**config.mk**
```make
export PLATFORM = sky130hd
export DESIGN_NAME = instruction_dispatcher
export DESIGN_NICKNAME = d
export VERILOG_FILES = /design/src/rtl/dispatcher_pkg.sv /design/src/rtl/instr_slot.sv /design/src/rtl/instruction_dispatcher.sv
export SDC_FILE = /design/constraint.sdc
export NUM_CORES = 1
export LEC_CHECK = 0
export CORE_ASPECT_RATIO = 1.2
export CORE_MARGIN = 1.5
export CORE_UTILIZATION = 30
export DETAILED_ROUTE_END_ITERATION = 8
export DONT_BUFFER_PORTS = 1
export GPL_ROUTABILITY_DRIVEN = 0
export HOLD_SLACK_MARGIN = 0.08
export PLACE_DENSITY = 0.46
export SLEW_MARGIN = 10
export SYNTH_ARGS = -nofsm -noshare
export SYNTH_HDL_FRONTEND = slang
export SYNTH_SLANG_ARGS = --single-unit
export TNS_END_PERCENT = 20
```
**constraint.sdc**
```tcl
create_clock -name clock -period 6.5 [get_ports clock]
set_input_delay 1.3 -clock clock [delete_from_list [all_inputs] [get_ports clock]]
set_output_delay 1.3 -clock clock [all_outputs]
set_load 0.02 [all_outputs]
```
**src/rtl/dispatcher_pkg.sv**
```systemverilog
// Shared encodings for the instruction dispatcher: opcodes, zoom codes,
// error codes, instruction field positions and FSM states.
package dispatcher_pkg;

    // Opcodes, identical to the memory_control encoding
    localparam logic [2:0] OP_NOP    = 3'b000;
    localparam logic [2:0] OP_RD     = 3'b001;
    localparam logic [2:0] OP_WR     = 3'b010;
    localparam logic [2:0] OP_NHI    = 3'b011;
    localparam logic [2:0] OP_PR     = 3'b100;
    localparam logic [2:0] OP_NH     = 3'b101;
    localparam logic [2:0] OP_BA     = 3'b110;
    localparam logic [2:0] OP_ZRESET = 3'b111;

    // Zoom levels, 0.25x up to 4x
    localparam logic [2:0] ZOOM_MIN  = 3'b001;
    localparam logic [2:0] ZOOM_1X   = 3'b011;
    localparam logic [2:0] ZOOM_MAX  = 3'b101;

    // Status codes reported on retire
    localparam logic [1:0] ERR_OK      = 2'b00;
    localparam logic [1:0] ERR_ZOOM    = 2'b01;
    localparam logic [1:0] ERR_TIMEOUT = 2'b10;
    localparam logic [1:0] ERR_ADDR    = 2'b11;

    // Instruction word layout: [2:0] opcode, [19:3] addr, [27:20] color
    localparam int INSTR_W   = 32;
    localparam int OP_LSB    = 0;
    localparam int ADDR_LSB  = 3;
    localparam int COLOR_LSB = 20;

    typedef enum logic [2:0] {
        S_IDLE,
        S_CHECK,
        S_ISSUE,
        S_WAIT_ACK,
        S_WAIT_DONE,
        S_RETIRE
    } state_t;

    function automatic logic is_zoom_in(input logic [2:0] op);
        return (op == OP_NHI) || (op == OP_PR);
    endfunction

    function automatic logic is_zoom_out(input logic [2:0] op);
        return (op == OP_NH) || (op == OP_BA);
    endfunction

    function automatic logic is_mem_op(input logic [2:0] op);
        return (op == OP_RD) || (op == OP_WR);
    endfunction

endpackage

```
**src/rtl/instr_slot.sv**
```systemverilog
// One-entry valid/ready holding register. A push and a pop in the same
// cycle leave the slot full, holding the newly pushed word.
module instr_slot #(
    parameter int W = 28
) (
    input  logic         clock,
    input  logic         reset_n,
    input  logic         push_valid_i,
    input  logic [W-1:0] push_data_i,
    output logic         push_ready_o,
    input  logic         pop_i,
    output logic         full_o,
    output logic [W-1:0] data_o
);

    logic         full_q, full_d;
    logic [W-1:0] data_q, data_d;
    logic         push;

    assign push_ready_o = !full_q;
    assign push         = push_valid_i && !full_q;
    assign full_o       = full_q;
    assign data_o       = data_q;

    // Next-state: a push wins over a pop so the slot stays occupied
    always_comb begin
        full_d = full_q;
        data_d = data_q;
        if (push) begin
            full_d = 1'b1;
            data_d = push_data_i;
        end else if (pop_i) begin
            full_d = 1'b0;
        end
    end

    // Slot registers
    always_ff @(posedge clock or negedge reset_n) begin
        if (!reset_n) begin
            full_q <= 1'b0;
            data_q <= '0;
        end else begin
            full_q <= full_d;
            data_q <= data_d;
        end
    end

endmodule

```
**src/rtl/instruction_dispatcher.sv**
```systemverilog
// Command front end for memory_control: buffers one host instruction,
// validates it, issues one enable handshake, waits for completion under a
// watchdog, tracks zoom and reports read data and status on retire.
module instruction_dispatcher
    import dispatcher_pkg::*;
#(
    parameter int ADDR_W         = 17,
    parameter int DATA_W         = 8,
    parameter int FB_PIXELS      = 76800,
    parameter int TIMEOUT_CYCLES = 1048576
) (
    input  logic              clock,
    input  logic              reset_n,
    input  logic [31:0]       instr_in,
    input  logic              instr_valid,
    output logic              instr_ready,
    output logic              mc_enable,
    output logic [2:0]        mc_operation,
    output logic [ADDR_W-1:0] mc_addr_base,
    output logic [DATA_W-1:0] mc_color,
    output logic [2:0]        mc_zoom,
    input  logic              mc_done,
    input  logic [DATA_W-1:0] mem_q,
    output logic [DATA_W-1:0] rd_data,
    output logic [2:0]        zoom_level,
    output logic              busy,
    output logic              done_pulse,
    output logic [1:0]        error_code
);

    // Only the decoded fields are buffered; the reserved nibble is dropped
    localparam int          FIELD_W  = COLOR_LSB + DATA_W;
    localparam int          WD_W     = $clog2(TIMEOUT_CYCLES + 1);
    localparam logic [31:0] FB_LIMIT = 32'(FB_PIXELS);
    localparam logic [WD_W-1:0] WD_LAST = WD_W'(TIMEOUT_CYCLES - 1);

    logic               unused_reserved;
    logic               slot_full, slot_pop;
    logic [FIELD_W-1:0] slot_data;

    state_t              state_q, state_d;
    logic [2:0]          op_q, op_d;
    logic [ADDR_W-1:0]   addr_q, addr_d;
    logic [DATA_W-1:0]   color_q, color_d;
    logic [1:0]          err_q, err_d;
    logic [WD_W-1:0]     wdog_q, wdog_d;
    logic                mc_enable_q, mc_enable_d;
    logic [2:0]          mc_op_q, mc_op_d;
    logic [ADDR_W-1:0]   mc_addr_q, mc_addr_d;
    logic [DATA_W-1:0]   mc_color_q, mc_color_d;
    logic [2:0]          mc_zoom_q, mc_zoom_d;
    logic [DATA_W-1:0]   rd_data_q, rd_data_d;
    logic [2:0]          zoom_q, zoom_d;
    logic [1:0]          error_code_q, error_code_d;
    logic                done_pulse_q, done_pulse_d;

    assign unused_reserved = ^instr_in[INSTR_W-1:FIELD_W];

    instr_slot #(.W(FIELD_W)) u_slot (
        .clock        (clock),
        .reset_n      (reset_n),
        .push_valid_i (instr_valid),
        .push_data_i  (instr_in[FIELD_W-1:0]),
        .push_ready_o (instr_ready),
        .pop_i        (slot_pop),
        .full_o       (slot_full),
        .data_o       (slot_data)
    );

    assign mc_enable    = mc_enable_q;
    assign mc_operation = mc_op_q;
    assign mc_addr_base = mc_addr_q;
    assign mc_color     = mc_color_q;
    assign mc_zoom      = mc_zoom_q;
    assign rd_data      = rd_data_q;
    assign zoom_level   = zoom_q;
    assign error_code   = error_code_q;
    assign done_pulse   = done_pulse_q;
    assign busy         = (state_q != S_IDLE) || slot_full;

    // FSM next-state plus all datapath updates
    always_comb begin
        state_d      = state_q;
        op_d         = op_q;
        addr_d       = addr_q;
        color_d      = color_q;
        err_d        = err_q;
        wdog_d       = wdog_q;
        mc_enable_d  = 1'b0;
        mc_op_d      = mc_op_q;
        mc_addr_d    = mc_addr_q;
        mc_color_d   = mc_color_q;
        mc_zoom_d    = mc_zoom_q;
        rd_data_d    = rd_data_q;
        zoom_d       = zoom_q;
        error_code_d = error_code_q;
        done_pulse_d = 1'b0;
        slot_pop     = 1'b0;
        case (state_q)
            S_IDLE: begin
                if (slot_full) begin
                    slot_pop = 1'b1;
                    op_d     = slot_data[OP_LSB +: 3];
                    addr_d   = slot_data[ADDR_LSB +: ADDR_W];
                    color_d  = slot_data[COLOR_LSB +: DATA_W];
                    state_d  = S_CHECK;
                end
            end
            S_CHECK: begin
                err_d = ERR_OK;
                if (is_mem_op(op_q) && (32'(addr_q) >= FB_LIMIT)) begin
                    err_d   = ERR_ADDR;
                    state_d = S_RETIRE;
                end else if ((is_zoom_in(op_q) && zoom_q == ZOOM_MAX) ||
                             (is_zoom_out(op_q) && zoom_q == ZOOM_MIN)) begin
                    err_d   = ERR_ZOOM;
                    state_d = S_RETIRE;
                end else if (op_q == OP_NOP || op_q == OP_ZRESET) begin
                    state_d = S_RETIRE;
                end else begin
                    // Forwarded fields stay frozen until this command retires
                    mc_op_d    = op_q;
                    mc_addr_d  = addr_q;
                    mc_color_d = color_q;
                    mc_zoom_d  = zoom_q;
                    state_d    = S_ISSUE;
                end
            end
            S_ISSUE: begin
                if (mc_done) begin
                    mc_enable_d = 1'b1;
                    wdog_d      = '0;
                    state_d     = S_WAIT_ACK;
                end
            end
            S_WAIT_ACK: begin
                if (!mc_done) begin
                    wdog_d  = '0;
                    state_d = S_WAIT_DONE;
                end else if (wdog_q == WD_LAST) begin
                    err_d   = ERR_TIMEOUT;
                    state_d = S_RETIRE;
                end else begin
                    wdog_d = wdog_q + WD_W'(1);
                end
            end
            S_WAIT_DONE: begin
                if (mc_done) begin
                    state_d = S_RETIRE;
                end else if (wdog_q == WD_LAST) begin
                    err_d   = ERR_TIMEOUT;
                    state_d = S_RETIRE;
                end else begin
                    wdog_d = wdog_q + WD_W'(1);
                end
            end
            S_RETIRE: begin
                done_pulse_d = 1'b1;
                error_code_d = err_q;
                if (err_q == ERR_OK) begin
                    if (op_q == OP_RD) begin
                        rd_data_d = mem_q;
                    end else if (is_zoom_in(op_q)) begin
                        zoom_d = zoom_q + 3'd1;
                    end else if (is_zoom_out(op_q)) begin
                        zoom_d = zoom_q - 3'd1;
                    end else if (op_q == OP_ZRESET) begin
                        zoom_d = ZOOM_1X;
                    end
                end
                state_d = S_IDLE;
            end
            default: state_d = S_IDLE;
        endcase
    end

    // FSM state register
    always_ff @(posedge clock or negedge reset_n) begin
        if (!reset_n) begin
            state_q <= S_IDLE;
        end else begin
            state_q <= state_d;
        end
    end

    // Datapath, watchdog and status registers
    always_ff @(posedge clock or negedge reset_n) begin
        if (!reset_n) begin
            op_q         <= OP_NOP;
            addr_q       <= '0;
            color_q      <= '0;
            err_q        <= ERR_OK;
            wdog_q       <= '0;
            mc_enable_q  <= 1'b0;
            mc_op_q      <= 3'b000;
            mc_addr_q    <= '0;
            mc_color_q   <= '0;
            mc_zoom_q    <= 3'b000;
            rd_data_q    <= '0;
            zoom_q       <= ZOOM_1X;
            error_code_q <= ERR_OK;
            done_pulse_q <= 1'b0;
        end else begin
            op_q         <= op_d;
            addr_q       <= addr_d;
            color_q      <= color_d;
            err_q        <= err_d;
            wdog_q       <= wdog_d;
            mc_enable_q  <= mc_enable_d;
            mc_op_q      <= mc_op_d;
            mc_addr_q    <= mc_addr_d;
            mc_color_q   <= mc_color_d;
            mc_zoom_q    <= mc_zoom_d;
            rd_data_q    <= rd_data_d;
            zoom_q       <= zoom_d;
            error_code_q <= error_code_d;
            done_pulse_q <= done_pulse_d;
        end
    end

endmodule

```
==> out/metrics.cfg <==
[run_status]
status = complete, no violations

[critical_path]
cpPeakStageDelay_ns = 0.73
worst-path-buf-inv = 0
cp_max_fo = 14
critPathTopFamily = simple AND/OR/NAND/NOR gates
slowest_stage = or4_1
crit_type = flip-flop to output port
cp-start-kind = flip-flop
crit_required_ns = 5.20
endpoint_kind = output port
cp_cell_sequence = or4_1
cp.arrival_ns = 1.67

[sta]
setup_viol = 0
slew_viol_final = 0
maxSlewHeadroom_pct = 37.6
finalCritPeriodShare_pct = 45.8
rsz0062_at_grt = false
finalHoldViolations = 0
skew_ns = 0.00816
tightestPinTransition_ns = 0.934
setup_tns_ns = 0
post-route-min-period_ns = 2.97
fmax_mhz = 336

[clocking]
cts_resized = 0
clk_latency_ns = 0.42
h-tree-depth = 4
cts.sinks = 129
cts-buffers-inserted = 17
cts_buffer_depth = 2
path_clk_slew_ns = 0.06
postCtsSetupBuffers = 0
cts_hold_buf = 0
cts_tree = done
cts_root_buffer = clkbuf_16

[floorplanning]
pin_count = 92
start_util_pct = 30.6
die-area_um2 = 20800
core_area_um2 = 19500
die_x_um = 132
rows = 56
die_y_um = 158

[synth]
synth_mux_area_share_pct = 20.8
yosysTopAreaCell = dfrtp_1
yosysMostFrequentCell = dfrtp_1
synth_compound_area_share_pct = 10.2
synthAdderAreaFrac_pct = 1.00
synthTopCellsByArea = dfrtp_1, mux2_2, mux2_4
synth-simple-area-share_pct = 9.64
synthFlopType = dfrtp_1
syn_inst = 448
async_flop_share_pct = 100
synth.distinct_cells = 67
yosys-top-cells-count = dfrtp_1, mux2_2, mux2_4, nand2_1, nor2_1
synth_top_area_share_pct = 53.1
ys_seq_area_share_pct = 54.0
synth_fp_nets = 496
ys_warn_count = 0
syn_area_per_cell_um2 = 13.4
ys_ff_latch = 129
synth_top_family_by_area = multiplexers
synth_xor_area_share_pct = 1.32
synth_edf_count = 0
syn_area_um2 = 5980

[global_routing]
grt_pass1_wl_mm = 20.4
antenna_found_initial = 1
grtUsageTotal_pct = 12.6
grt_pass1_vias = 3719
grt_max_degree = 130
grt_overflow = 0

[route]
drt_wl_total_mm = 12.3
drt_iter0_drc = 192
viasPerCell = 4.90
postRouteAntennaNets = 0
dr.pass1.iters = 4
vias = 3544
route.detailed.drc = 0
wl_per_cell_um = 17.0

[placement]
place_hpwl_mm = 7.78
io_buffers = 0
dp.cells = 691

[cells_and_area]
layout.nets = 497
syn_to_final_growth_pct = 13.7
instances_no_fill = 724
layout-drive-gt1-share_pct = 33.8
utilization_pct = 34.8

[power_and_ir_drop]
p_sw_mw = 1.25
power.leakage_nw = 2.90
ir_drop_uv = 223
power_mw = 3.59
p_sw_share_pct = 34.9
p_per_area_nw_per_um2 = 529
combPwrFrac_pct = 28.7
p_int_mw = 2.34
p_seq_share_pct = 45.1
clock_power_share_pct = 26.2

[run]
maxCapViolCount = 0

[min_path]
hold_class = flip-flop to flip-flop

[sequential cells by signal (all words and copies together) (netlist names), 2 cells and up]
signal	cells
zoom_level	3
u_slot.data_o	28
mc_addr_base	17
color_q	8
addr_q	17
mc_zoom	3
op_q	3
wdog_q	21
mc_color	8
rd_data	8
error_code	2
state_q	3
err_q	2
mc_operation	3
[path summary, 6_finish.rpt]
kind,to,slack [ns],cells after the start,startpoint
max,busy,3.53,1,state_q[1]
min,op_q[2],0.48,2,u_slot.data_o[2]
max reg2reg,mc_color[3],3.82,8,zoom_level[1]
min reg2reg,op_q[2],0.48,2,u_slot.data_o[2]
max in group asynchronous,zoom_level[0],5.61,0,reset_n
min in group asynchronous,wdog_q[20],0.58,0,reset_n
[placed cells by master (no fill, tap or decap), types with 5 or more instances in the layout]
master       n
mux2_2      66
nand3_1      8
nor2b_1      7
nor2_1      18
o21ai_0     17
clkbuf_16   17
mux2i_1      5
mux2_4      30
nand2_1     20
xnor2_1      9
inv_1        8
dfrtp_1    127
a21oi_1     13
nand4_1      7
buf_4        5
[through the flow]
stage	hold slack (ns)	setup WS, ns	cell area (um2)
after global routing	0.508	3.45	6800
final	0.481	3.53	6800
after detailed placement	0.476	3.58	6210
after CTS	0.490	3.50	6800
after global placement	0.470	3.59	6210
after floorplan	0.446	3.84	5980
[cell type report]
type | count | area (um2)
Fill cell | 1914 | 12700
Sequential cell | 129 | 3230
Multi-Input combinational cell | 288 | 2580
Clock buffer | 19 | 453
Tap cell | 261 | 327
Clock inverter | 13 | 138
Timing Repair Buffer | 5 | 37.5
Inverter | 8 | 30.0
Antenna cell | 1 | 2.50
[power by group through the flow]
stage | registers, mW | clock network, mW | logic [mW]
2_1_floorplan | 1.49 | 0 | 0.980
3_3_place_gp | 1.62 | 0 | 1.02
3_5_place_dp | 1.64 | 0 | 1.05
4_1_cts | 1.63 | 0.975 | 1.05
5_1_grt | 1.68 | 1.01 | 1.13
6_report | 1.62 | 0.941 | 1.03
[kinds of logic (layout without fill, tap and decap cells)]
logic type                 count (synthesis)  in the layout
DFF                                      129            129
xor gates and xnor gates                   9              9
muxes                                    101            101
adders and majority gates                  5              5
other                                      0              1
and+or+nand+nor                           98             98
AOI/OAI and AO/OA                         75             75
buffers and inverters                     31             45
[routing by layer]
metal  GRT usage (%)  share of wire, %
met4            5.77               1.9
met2            19.5                46
met5               0                 0
met1            15.3                45
met3            5.19               7.4
Note: power is estimated with default switching activity, not from simulation.
